File: config.mk
export PLATFORM = sky130hd
export DESIGN_NAME = shift_arbiter_seq
export DESIGN_NICKNAME = d
export VERILOG_FILES = /design/src/rtl/shift_arbiter_seq.sv
export SDC_FILE = /design/constraint.sdc
export NUM_CORES = 1
export LEC_CHECK = 0
export BUFFER_PORTS_ARGS = -buffer_cell sky130_fd_sc_hd__buf_2
export CORE_MARGIN = 2
export CORE_UTILIZATION = 45
export DETAILED_ROUTE_END_ITERATION = 7
export PLACE_DENSITY = 0.79
export SLEW_MARGIN = 25
export SYNTH_ARGS = -nofsm -noshare
export SYNTH_HDL_FRONTEND = slang
export SYNTH_SLANG_ARGS = --single-unit
File: constraint.sdc
create_clock -name clk -period 2.1 [get_ports clk]
set_input_delay 0.63 -clock clk [delete_from_list [all_inputs] [get_ports clk]]
set_output_delay 0.63 -clock clk [all_outputs]
set_load 0.01 [all_outputs]
File: src/rtl/shift_arbiter_seq.sv
// -----------------------------------------------------------------------------
// shift_arbiter_seq
//   Iterative SLL/SRL/SRA engine shared by two requesters. In IDLE a round-robin
//   arbiter accepts one request. The engine then shifts the operand by up to STEP
//   bits per cycle until the shift amount is used up. The result is presented
//   with the owning requester ID until the consumer takes it.
//
// Parameters
//   WIDTH  data width in bits
//   SHW    shift-amount width (clog2(WIDTH))
//   STEP   bits shifted per SHIFT cycle (power of 2, 1..WIDTH)
//
// Ports
//   clk, rst                  clock, synchronous active-high reset
//   reqN_valid/ready          request handshake for requester N (N = 0, 1)
//   reqN_op                   00 SLL, 01 SRL, 10 SRA, 11 pass-through
//   reqN_a, reqN_shamt        operand and unsigned shift amount
//   resp_valid/ready          result handshake
//   resp_id, resp_res         owning requester and shifted result
//   busy                      engine not idle
// -----------------------------------------------------------------------------
module shift_arbiter_seq #(
    parameter int WIDTH = 32,
    parameter int SHW   = 5,
    parameter int STEP  = 1
) (
    input  logic             clk,
    input  logic             rst,
    input  logic             req0_valid,
    output logic             req0_ready,
    input  logic [1:0]       req0_op,
    input  logic [WIDTH-1:0] req0_a,
    input  logic [SHW-1:0]   req0_shamt,
    input  logic             req1_valid,
    output logic             req1_ready,
    input  logic [1:0]       req1_op,
    input  logic [WIDTH-1:0] req1_a,
    input  logic [SHW-1:0]   req1_shamt,
    output logic             resp_valid,
    input  logic             resp_ready,
    output logic             resp_id,
    output logic [WIDTH-1:0] resp_res,
    output logic             busy
);

    typedef enum logic [1:0] {
        IDLE  = 2'd0,
        SHIFT = 2'd1,
        DONE  = 2'd2
    } state_t;

    // One extra bit so that STEP == WIDTH (which may equal 2**SHW) still fits.
    localparam logic [SHW:0] STEP_K = (SHW + 1)'(STEP);

    state_t           state_r, state_s;
    logic [1:0]       op_r, op_s;
    logic [WIDTH-1:0] res_r, res_s;
    logic [SHW-1:0]   cnt_r, cnt_s;
    logic             id_r, id_s;
    logic             last_grant_r, last_grant_s;
    logic             resp_valid_r, busy_r;

    logic             grant0_s, grant1_s;
    logic             accept_s;
    logic [1:0]       sel_op_s;
    logic [WIDTH-1:0] sel_a_s;
    logic [SHW-1:0]   sel_shamt_s;
    logic [SHW:0]     k_s;
    logic [WIDTH-1:0] shifted_s;

    // Round-robin grant, only offered in IDLE and never while reset is held.
    always_comb begin
        grant0_s = 1'b0;
        grant1_s = 1'b0;
        if (!rst && (state_r == IDLE)) begin
            if (req0_valid && req1_valid) begin
                // The requester that did not win last time goes first.
                grant0_s = last_grant_r;
                grant1_s = !last_grant_r;
            end else begin
                grant0_s = req0_valid;
                grant1_s = req1_valid;
            end
        end else begin
            grant0_s = 1'b0;
            grant1_s = 1'b0;
        end
    end

    assign accept_s    = grant0_s | grant1_s;
    assign sel_op_s    = grant1_s ? req1_op    : req0_op;
    assign sel_a_s     = grant1_s ? req1_a     : req0_a;
    assign sel_shamt_s = grant1_s ? req1_shamt : req0_shamt;

    // Step size for this cycle: min(STEP, remaining count).
    always_comb begin
        k_s = {1'b0, cnt_r};
        if ({1'b0, cnt_r} > STEP_K) begin
            k_s = STEP_K;
        end else begin
            k_s = {1'b0, cnt_r};
        end
    end

    // One partial shift of the working result.
    always_comb begin
        shifted_s = res_r;
        case (op_r)
            2'b00:   shifted_s = res_r << k_s;
            2'b01:   shifted_s = res_r >> k_s;
            2'b10:   shifted_s = $signed(res_r) >>> k_s;
            default: shifted_s = res_r;
        endcase
    end

    // Next-state and datapath update.
    always_comb begin
        state_s      = state_r;
        op_s         = op_r;
        res_s        = res_r;
        cnt_s        = cnt_r;
        id_s         = id_r;
        last_grant_s = last_grant_r;
        case (state_r)
            IDLE: begin
                if (accept_s) begin
                    op_s         = sel_op_s;
                    id_s         = grant1_s;
                    last_grant_s = grant1_s;
                    res_s        = sel_a_s;
                    cnt_s        = sel_shamt_s;
                    // Nothing to shift: the operand already is the result.
                    if ((sel_shamt_s == {SHW{1'b0}}) || (sel_op_s == 2'b11)) begin
                        state_s = DONE;
                    end else begin
                        state_s = SHIFT;
                    end
                end else begin
                    state_s = IDLE;
                end
            end
            SHIFT: begin
                res_s = shifted_s;
                cnt_s = cnt_r - k_s[SHW-1:0];
                if (cnt_s == {SHW{1'b0}}) begin
                    state_s = DONE;
                end else begin
                    state_s = SHIFT;
                end
            end
            DONE: begin
                if (resp_ready) begin
                    state_s = IDLE;
                end else begin
                    state_s = DONE;
                end
            end
            default: begin
                state_s = IDLE;
            end
        endcase
    end

    // State and datapath registers; status outputs are registered from the next state.
    always_ff @(posedge clk) begin
        if (rst) begin
            state_r      <= IDLE;
            op_r         <= 2'b00;
            res_r        <= {WIDTH{1'b0}};
            cnt_r        <= {SHW{1'b0}};
            id_r         <= 1'b0;
            last_grant_r <= 1'b1;
            resp_valid_r <= 1'b0;
            busy_r       <= 1'b0;
        end else begin
            state_r      <= state_s;
            op_r         <= op_s;
            res_r        <= res_s;
            cnt_r        <= cnt_s;
            id_r         <= id_s;
            last_grant_r <= last_grant_s;
            resp_valid_r <= (state_s == DONE);
            busy_r       <= (state_s != IDLE);
        end
    end

    assign req0_ready = grant0_s;
    assign req1_ready = grant1_s;
    assign resp_valid = resp_valid_r;
    assign resp_id    = id_r;
    assign resp_res   = res_r;
    assign busy       = busy_r;

endmodule

==> results of run 1 <==
[synthesized netlist by cell type, types with 3 or more instances]
library cell,count,area (um2)
a211oi_1,5,37.5
o21ai_1,4,20.0
nor3b_1,4,30.0
buf_2,11,55.1
nand2_1,42,158
a21oi_1,41,205
ha_1,5,62.6
o22ai_1,21,131
a31oi_1,15,93.8
mux2_2,19,214
buf_6,3,33.8
o221a_2,7,78.8
nor2b_1,11,68.8
inv_1,7,26.3
dfxtp_1,45,901
o221ai_1,4,35.0
o21ai_0,44,220
a31o_2,3,26.3
nand3_1,17,85.1
nor2_1,15,56.3
or4_1,3,22.5
o21bai_1,5,37.5
mux2i_1,15,150
o21a_1,6,45.0
nor3_1,25,125
clkbuf_1,21,78.8
[kinds of logic after synthesis]
logic type	share of synthesized area (%)
compound gates	33.6
xor+xnor	0.264
fa+ha+maj	1.89
buf+inv	6.57
flops	27.2
mux	11.0
simple gates	19.5
[per-layer routing]
layer / up-vias / wire (um) / share of wire, %
met2: 227 / 5040 / 47
met4: 0 / 136 / 1.3
met3: 17 / 1050 / 9.8
met5: - / 0 / 0
met1: 1816 / 4480 / 42
li1: 1892 / - / -
[stage by stage]
stage | worst slack (ps) | cells
after floorplan | -5.01 | 437
after global placement | 29.4 | 650
after detailed placement | -64.7 | 650
after CTS | 58.7 | 658
after global routing | -2.60 | 661
final | 66.6 | 661
[power by group]
group          total (mW)  internal (mW)  switching (mW)
Combinational        4.28           1.81            2.48
Sequential           1.62           1.22           0.404
Clock               0.555          0.232           0.323
Total                6.46           3.26            3.20
[repair_timing]
action | in CTS | in global routing
setup buffers | 0 | 3
endpoints found under the hold margin | 0 | 0
pin swaps | 0 | 1
endpoints found under the setup margin | 1 | 30
resized for setup | 1 | 9
[state kept, by name, indices dropped and copies added, names as in the netlist]
| register | cells |
|---|---|
| op_r | 2 |
| cnt_r | 5 |
| busy | 1 |
| resp_valid | 1 |
| last_grant_r | 1 |
| state_r | 2 |
| resp_res | 32 |
| resp_id | 1 |
[path summary, 6_finish.rpt]
kind,endpoint,cells past startpoint
min,resp_id$_SDFFE_PP0P_,1
min reg2reg,resp_id$_SDFFE_PP0P_,1
max,req0_ready,5
max reg2reg,resp_res[18]$_SDFFE_PP0P_,6
[worst max-delay path, delay by kind of cell (launching register included)]
| family | cells | cell delay, ps |
|---|---|---|
| buf+inv | 3 | 340 |
| flops | 1 | 400 |
| simple gates | 2 | 360 |
[layout make-up]
| type | instances | area share [%] |
|---|---|---|
| Multi-Input combinational cell | 345 | 52.5 |
| Timing Repair Buffer | 156 | 21.1 |
| Sequential cell | 45 | 20.9 |
| Tap cell | 99 | 2.87 |
| Clock buffer | 6 | 1.68 |
| Inverter | 8 | 0.696 |
| Clock inverter | 2 | 0.232 |
==> impl_metrics.yaml, run 1 <==
layout:
  final_nets: 649
  syn_to_final_growth_pct: 30.2
  layout_common_cells: "119 x buf_2, 45 x dfxtp_1, 44 x o21ai_0"
  final_area_um2: 4310
  seq_area_um2: 901
  finalCoreUtilization_pct: 60.1
  multi_input_area_um2: 2260
  n_fill_cell: 675
  drive_gt1_share_pct: 37.5
  diodes: 0
  final_common_cell: "buf_2"
clock_network:
  htree_levels: 2
  cts.sinks: 45
  clk_path_buf_depth: 2
  clock-root-buffer: "clkbuf_8"
  cts_hold_buf: 0
  cts_tree: "yes"
  clkLatencyLatePin_ps: 310
  cts_buffers: 5
  cts.clk_slew.worst_paths_ps: 90
setup_path:
  cp.arrival_ps: 1400
  slowest_delay_ps: 400
  cp_slowest_cell: "dfxtp_1"
  rrSetupSlack_ps: 130
  critPathMaxFanout: 8
  end_kind: "output pin"
  cp-start-kind: "flip-flop"
  crit_required_ps: 1470
  worst-setup-path-type: "flip-flop to output pin"
  timing.critical_path.from: "state_r[1]$_SDFF_PP0_"
  r2r-start: "op_r[0]$_SDFFE_PP0P_"
  crit_chain: "nor3_4 -> buf_4 -> nand3_1 -> inv_1 -> buf_2"
grt:
  globalRouteMet3Util_pct: 5.78
  globalRouteMet2Util_pct: 42.1
  track_usage_pct: 25.3
  grt_pass1_wl_um: 17300
  grt_max_degree: 28
  antenna_found_initial: 0
  use_met1_pct: 33.3
  gr-total-overflow: 0
  grt-busiest-layer: "met2"
  grt_pass1_vias: 3634
timing:
  fin_skew_ps: 8.89
  final.min_clock_period_ps: 2030
  period_share_pct: 96.8
  finalSetupTns_ps: 0
  worst_pin_slew_ps: 434
  fmax_mhz: 492
  maxSlewViolCount: 0
  hold_viol_final: 0
  setup_viol_count_final: 0
  timing.hold.ws_ps: 532
  slew_headroom_pct: 71.0
synth:
  synth.avg_cell_area_um2: 7.58
  postSynthCellCount: 437
  synth_fp_nets: 525
  synth_async_sr_flop_share_pct: 0
  ys_warn_count: 0
  netlist_area_um2: 3310
  synth_ff_type: "dfxtp_1"
  ys_seq_area_share_pct: 27.2
  synth-edff-count: 0
  ys_types: 56
  ys_seq_elements: 45
placement:
  dp_hpwl_um: 7810
  port_buffers: 119
  place_area_um2: 4170
  routabilityCongestion: 0.882
floorplanning:
  core_area_um2: 7180
  die_width_um: 89.8
  rows: 31
  dieArea_um2: 8060
  boundaryPins: 120
  die_h_um: 89.8
  start_util_pct: 46.2
route:
  ant_nets: 0
  drt_first_pass_iters: 6
  drt-total-wl_um: 10700
  vias: 3952
  dr.first_iter.drc_count: 383
  wl_per_cell_um: 16.2
  drc: 0
  drt-vias-per-instance: 5.98
power:
  p_total_mw: 6.46
  powerDensity_nw_per_um2: 1500
  p_leak_nw: 1.81
  ir_drop_uv: 757
flow_run:
  maxCapViolations: 0
outcome:
  status: "complete, no violations"
min_path:
  min_from: "resp_id$_SDFFE_PP0P_"
  hp-class: "flip-flop to flip-flop"
Power figures use the tool's default switching activity.
==> inputs of run 2 (changes only) <==
==> constraint.sdc (replaced) <==
create_clock -name clk -period 2.1 [get_ports clk]
set_input_delay 0.42 -clock clk [delete_from_list [all_inputs] [get_ports clk]]
set_output_delay 0.42 -clock clk [all_outputs]
set_load 0.01 [all_outputs]
==> run 2 against run 1 <==
Non-clock buffer count decreased by 7. Cell area decreased by 1.9%. Sequential share of layout area increased by 0.41 points. Clock skew decreased by 6.6 ps. First-iteration DRC count increased by 30%. Utilization decreased by 1.2 points. Count of clock-buffer cells in the layout increased by 2. Maximum frequency increased by 1.7%. Sequential cell count unchanged. Largest cell class unchanged. Largest power group unchanged.
==> impl_metrics.yaml, run 2 (synthesized netlist as in run 1, its figures left out) <==
clock_network:
  clkLatencyLatePin_ps: 300
  cts_tree: "yes"
  clock-root-buffer: "clkbuf_8"
  clk_path_buf_depth: 2
  cts.clk_slew.worst_paths_ps: 90
  cts_buffers: 5
  htree_levels: 2
  cts.sinks: 45
floorplanning:
  core_area_um2: 7180
  start_util_pct: 46.2
  die_width_um: 89.8
  boundaryPins: 120
  die_h_um: 89.8
  rows: 31
  dieArea_um2: 8060
setup_path:
  worst-setup-path-type: "flip-flop to flip-flop"
  crit_chain: "or4_4 -> nor2_8 -> buf_4 -> o21bai_1 -> a211oi_1 -> o221a_2"
  critPathMaxFanout: 11
  crit_required_ps: 2360
  end_kind: "flip-flop"
  crit_buf_inv: 1
  cp_slowest_cell: "or4_4"
  slowest_delay_ps: 640
  crit_family: "simple AND/OR/NAND/NOR gates"
  cp.arrival_ps: 2260
  cp-start-kind: "flip-flop"
layout:
  largest_reg_flops: 32
  final_nets: 643
  instances_no_fill: 655
  diodes: 0
  final_common_cell: "buf_2"
  finalCoreUtilization_pct: 58.9
  layout_common_cells: "119 x buf_2, 45 x dfxtp_1, 44 x o21ai_0"
  drive_gt1_share_pct: 35.8
  syn_to_final_growth_pct: 27.7
placement:
  port_buffers: 119
  dp_cells: 643
  dp_hpwl_um: 7820
  routabilityCongestion: 0.883
  dpl_worst_slack_ps: 8.59
grt:
  antenna_found_initial: 0
  grt_pass1_vias: 3664
  gr-total-overflow: 0
  grt_pass1_wl_um: 17800
  grt_max_degree: 30
  track_usage_pct: 26.2
timing:
  slew_headroom_pct: 44.1
  period_share_pct: 95.2
  setup_viol_count_final: 0
  fin_skew_ps: 2.28
  fin_ws_ps: 100
  worst_pin_slew_ps: 833
  maxSlewViolCount: 0
  final.min_clock_period_ps: 2000
  finalSetupTns_ps: 0
  hold_viol_final: 0
  rsz0062_at_grt: "false"
  fmax_mhz: 500
route:
  drt_first_pass_iters: 6
  vias: 3910
  drc: 0
  drt-vias-per-instance: 5.97
  ant_nets: 0
  drt-total-wl_um: 10700
  wl_per_cell_um: 16.3
  dr.first_iter.drc_count: 499
outcome:
  status: "complete, no violations"
power:
  p_total_mw: 6.40
  ir_drop_uv: 678
  powerDensity_nw_per_um2: 1510
  p_leak_nw: 1.77
min_path:
  hp-class: "input port to flip-flop"
flow_run:
  maxCapViolations: 0
[run 2: changes by cell type in the layout (fill, tap and decap cells not counted), sizes merged]
cell	before	now
buf	156	149
clkbuf	6	8
clkinv	2	0
nor2	16	17
[run 2: worst register-to-register path, cell delays in order (launching register included)]
cell      delay, ps
dfxtp_1         330
or4_4           640
nor2_8          250
buf_4           190
o21bai_1         70
a211oi_1        250
o221a_2         230
[run 2: per-stage QoR]
stage | hold WS (ps) | instance area, um2
6_report | 413 | 4230
5_1_grt | 446 | 4230
4_1_cts | 410 | 4190
3_5_place_dp | 487 | 4100
3_3_place_gp | 467 | 4100
2_1_floorplan | 460 | 3350
[run 2: final cells by class]
class                           count  area (um2)
Clock buffer                        8        80.1
Fill cell                         663        2950
Sequential cell                    45         901
Multi-Input combinational cell    346        2250
Timing Repair Buffer              149         846
Tap cell                           99         124
Inverter                            8        30.0
[run 2: repair_timing]
| item | CTS | global route |
|---|---|---|
| buffers inserted | 0 | 3 |
| cloned | 1 | 0 |
| gates resized for setup | 0 | 4 |
| hold buffers | 0 | 0 |
| endpoints found under the setup margin | 1 | 14 |
| pin swaps | 1 | 2 |
[run 2: layer usage]
metal  routed length [um]  GRT usage [%]
met1                 4530           34.5
met2                 5050           44.5
met3                  905           4.02
met4                  182           7.56
met5                    0              0
[run 2: power by group]
part	switching [mW]	total, mW	internal, mW
sequential	0.425	1.64	1.22
clock	0.309	0.546	0.237
combinational	2.45	4.21	1.76
total	3.19	6.40	3.21
[run 2: worst paths after layout]
path | start | end | slack [ps] | cells after the start
setup / recovery | cnt_r[1]$_SDFFE_PP0P_ | resp_res[18]$_SDFFE_PP0P_ | 100 | 6
hold reg to reg | resp_res[0]$_SDFFE_PP0P_ | resp_res[0]$_SDFFE_PP0P_ | 510 | 2
setup reg to reg | cnt_r[1]$_SDFFE_PP0P_ | resp_res[18]$_SDFFE_PP0P_ | 100 | 6
hold / removal | req1_op[0] | op_r[0]$_SDFFE_PP0P_ | 410 | 3
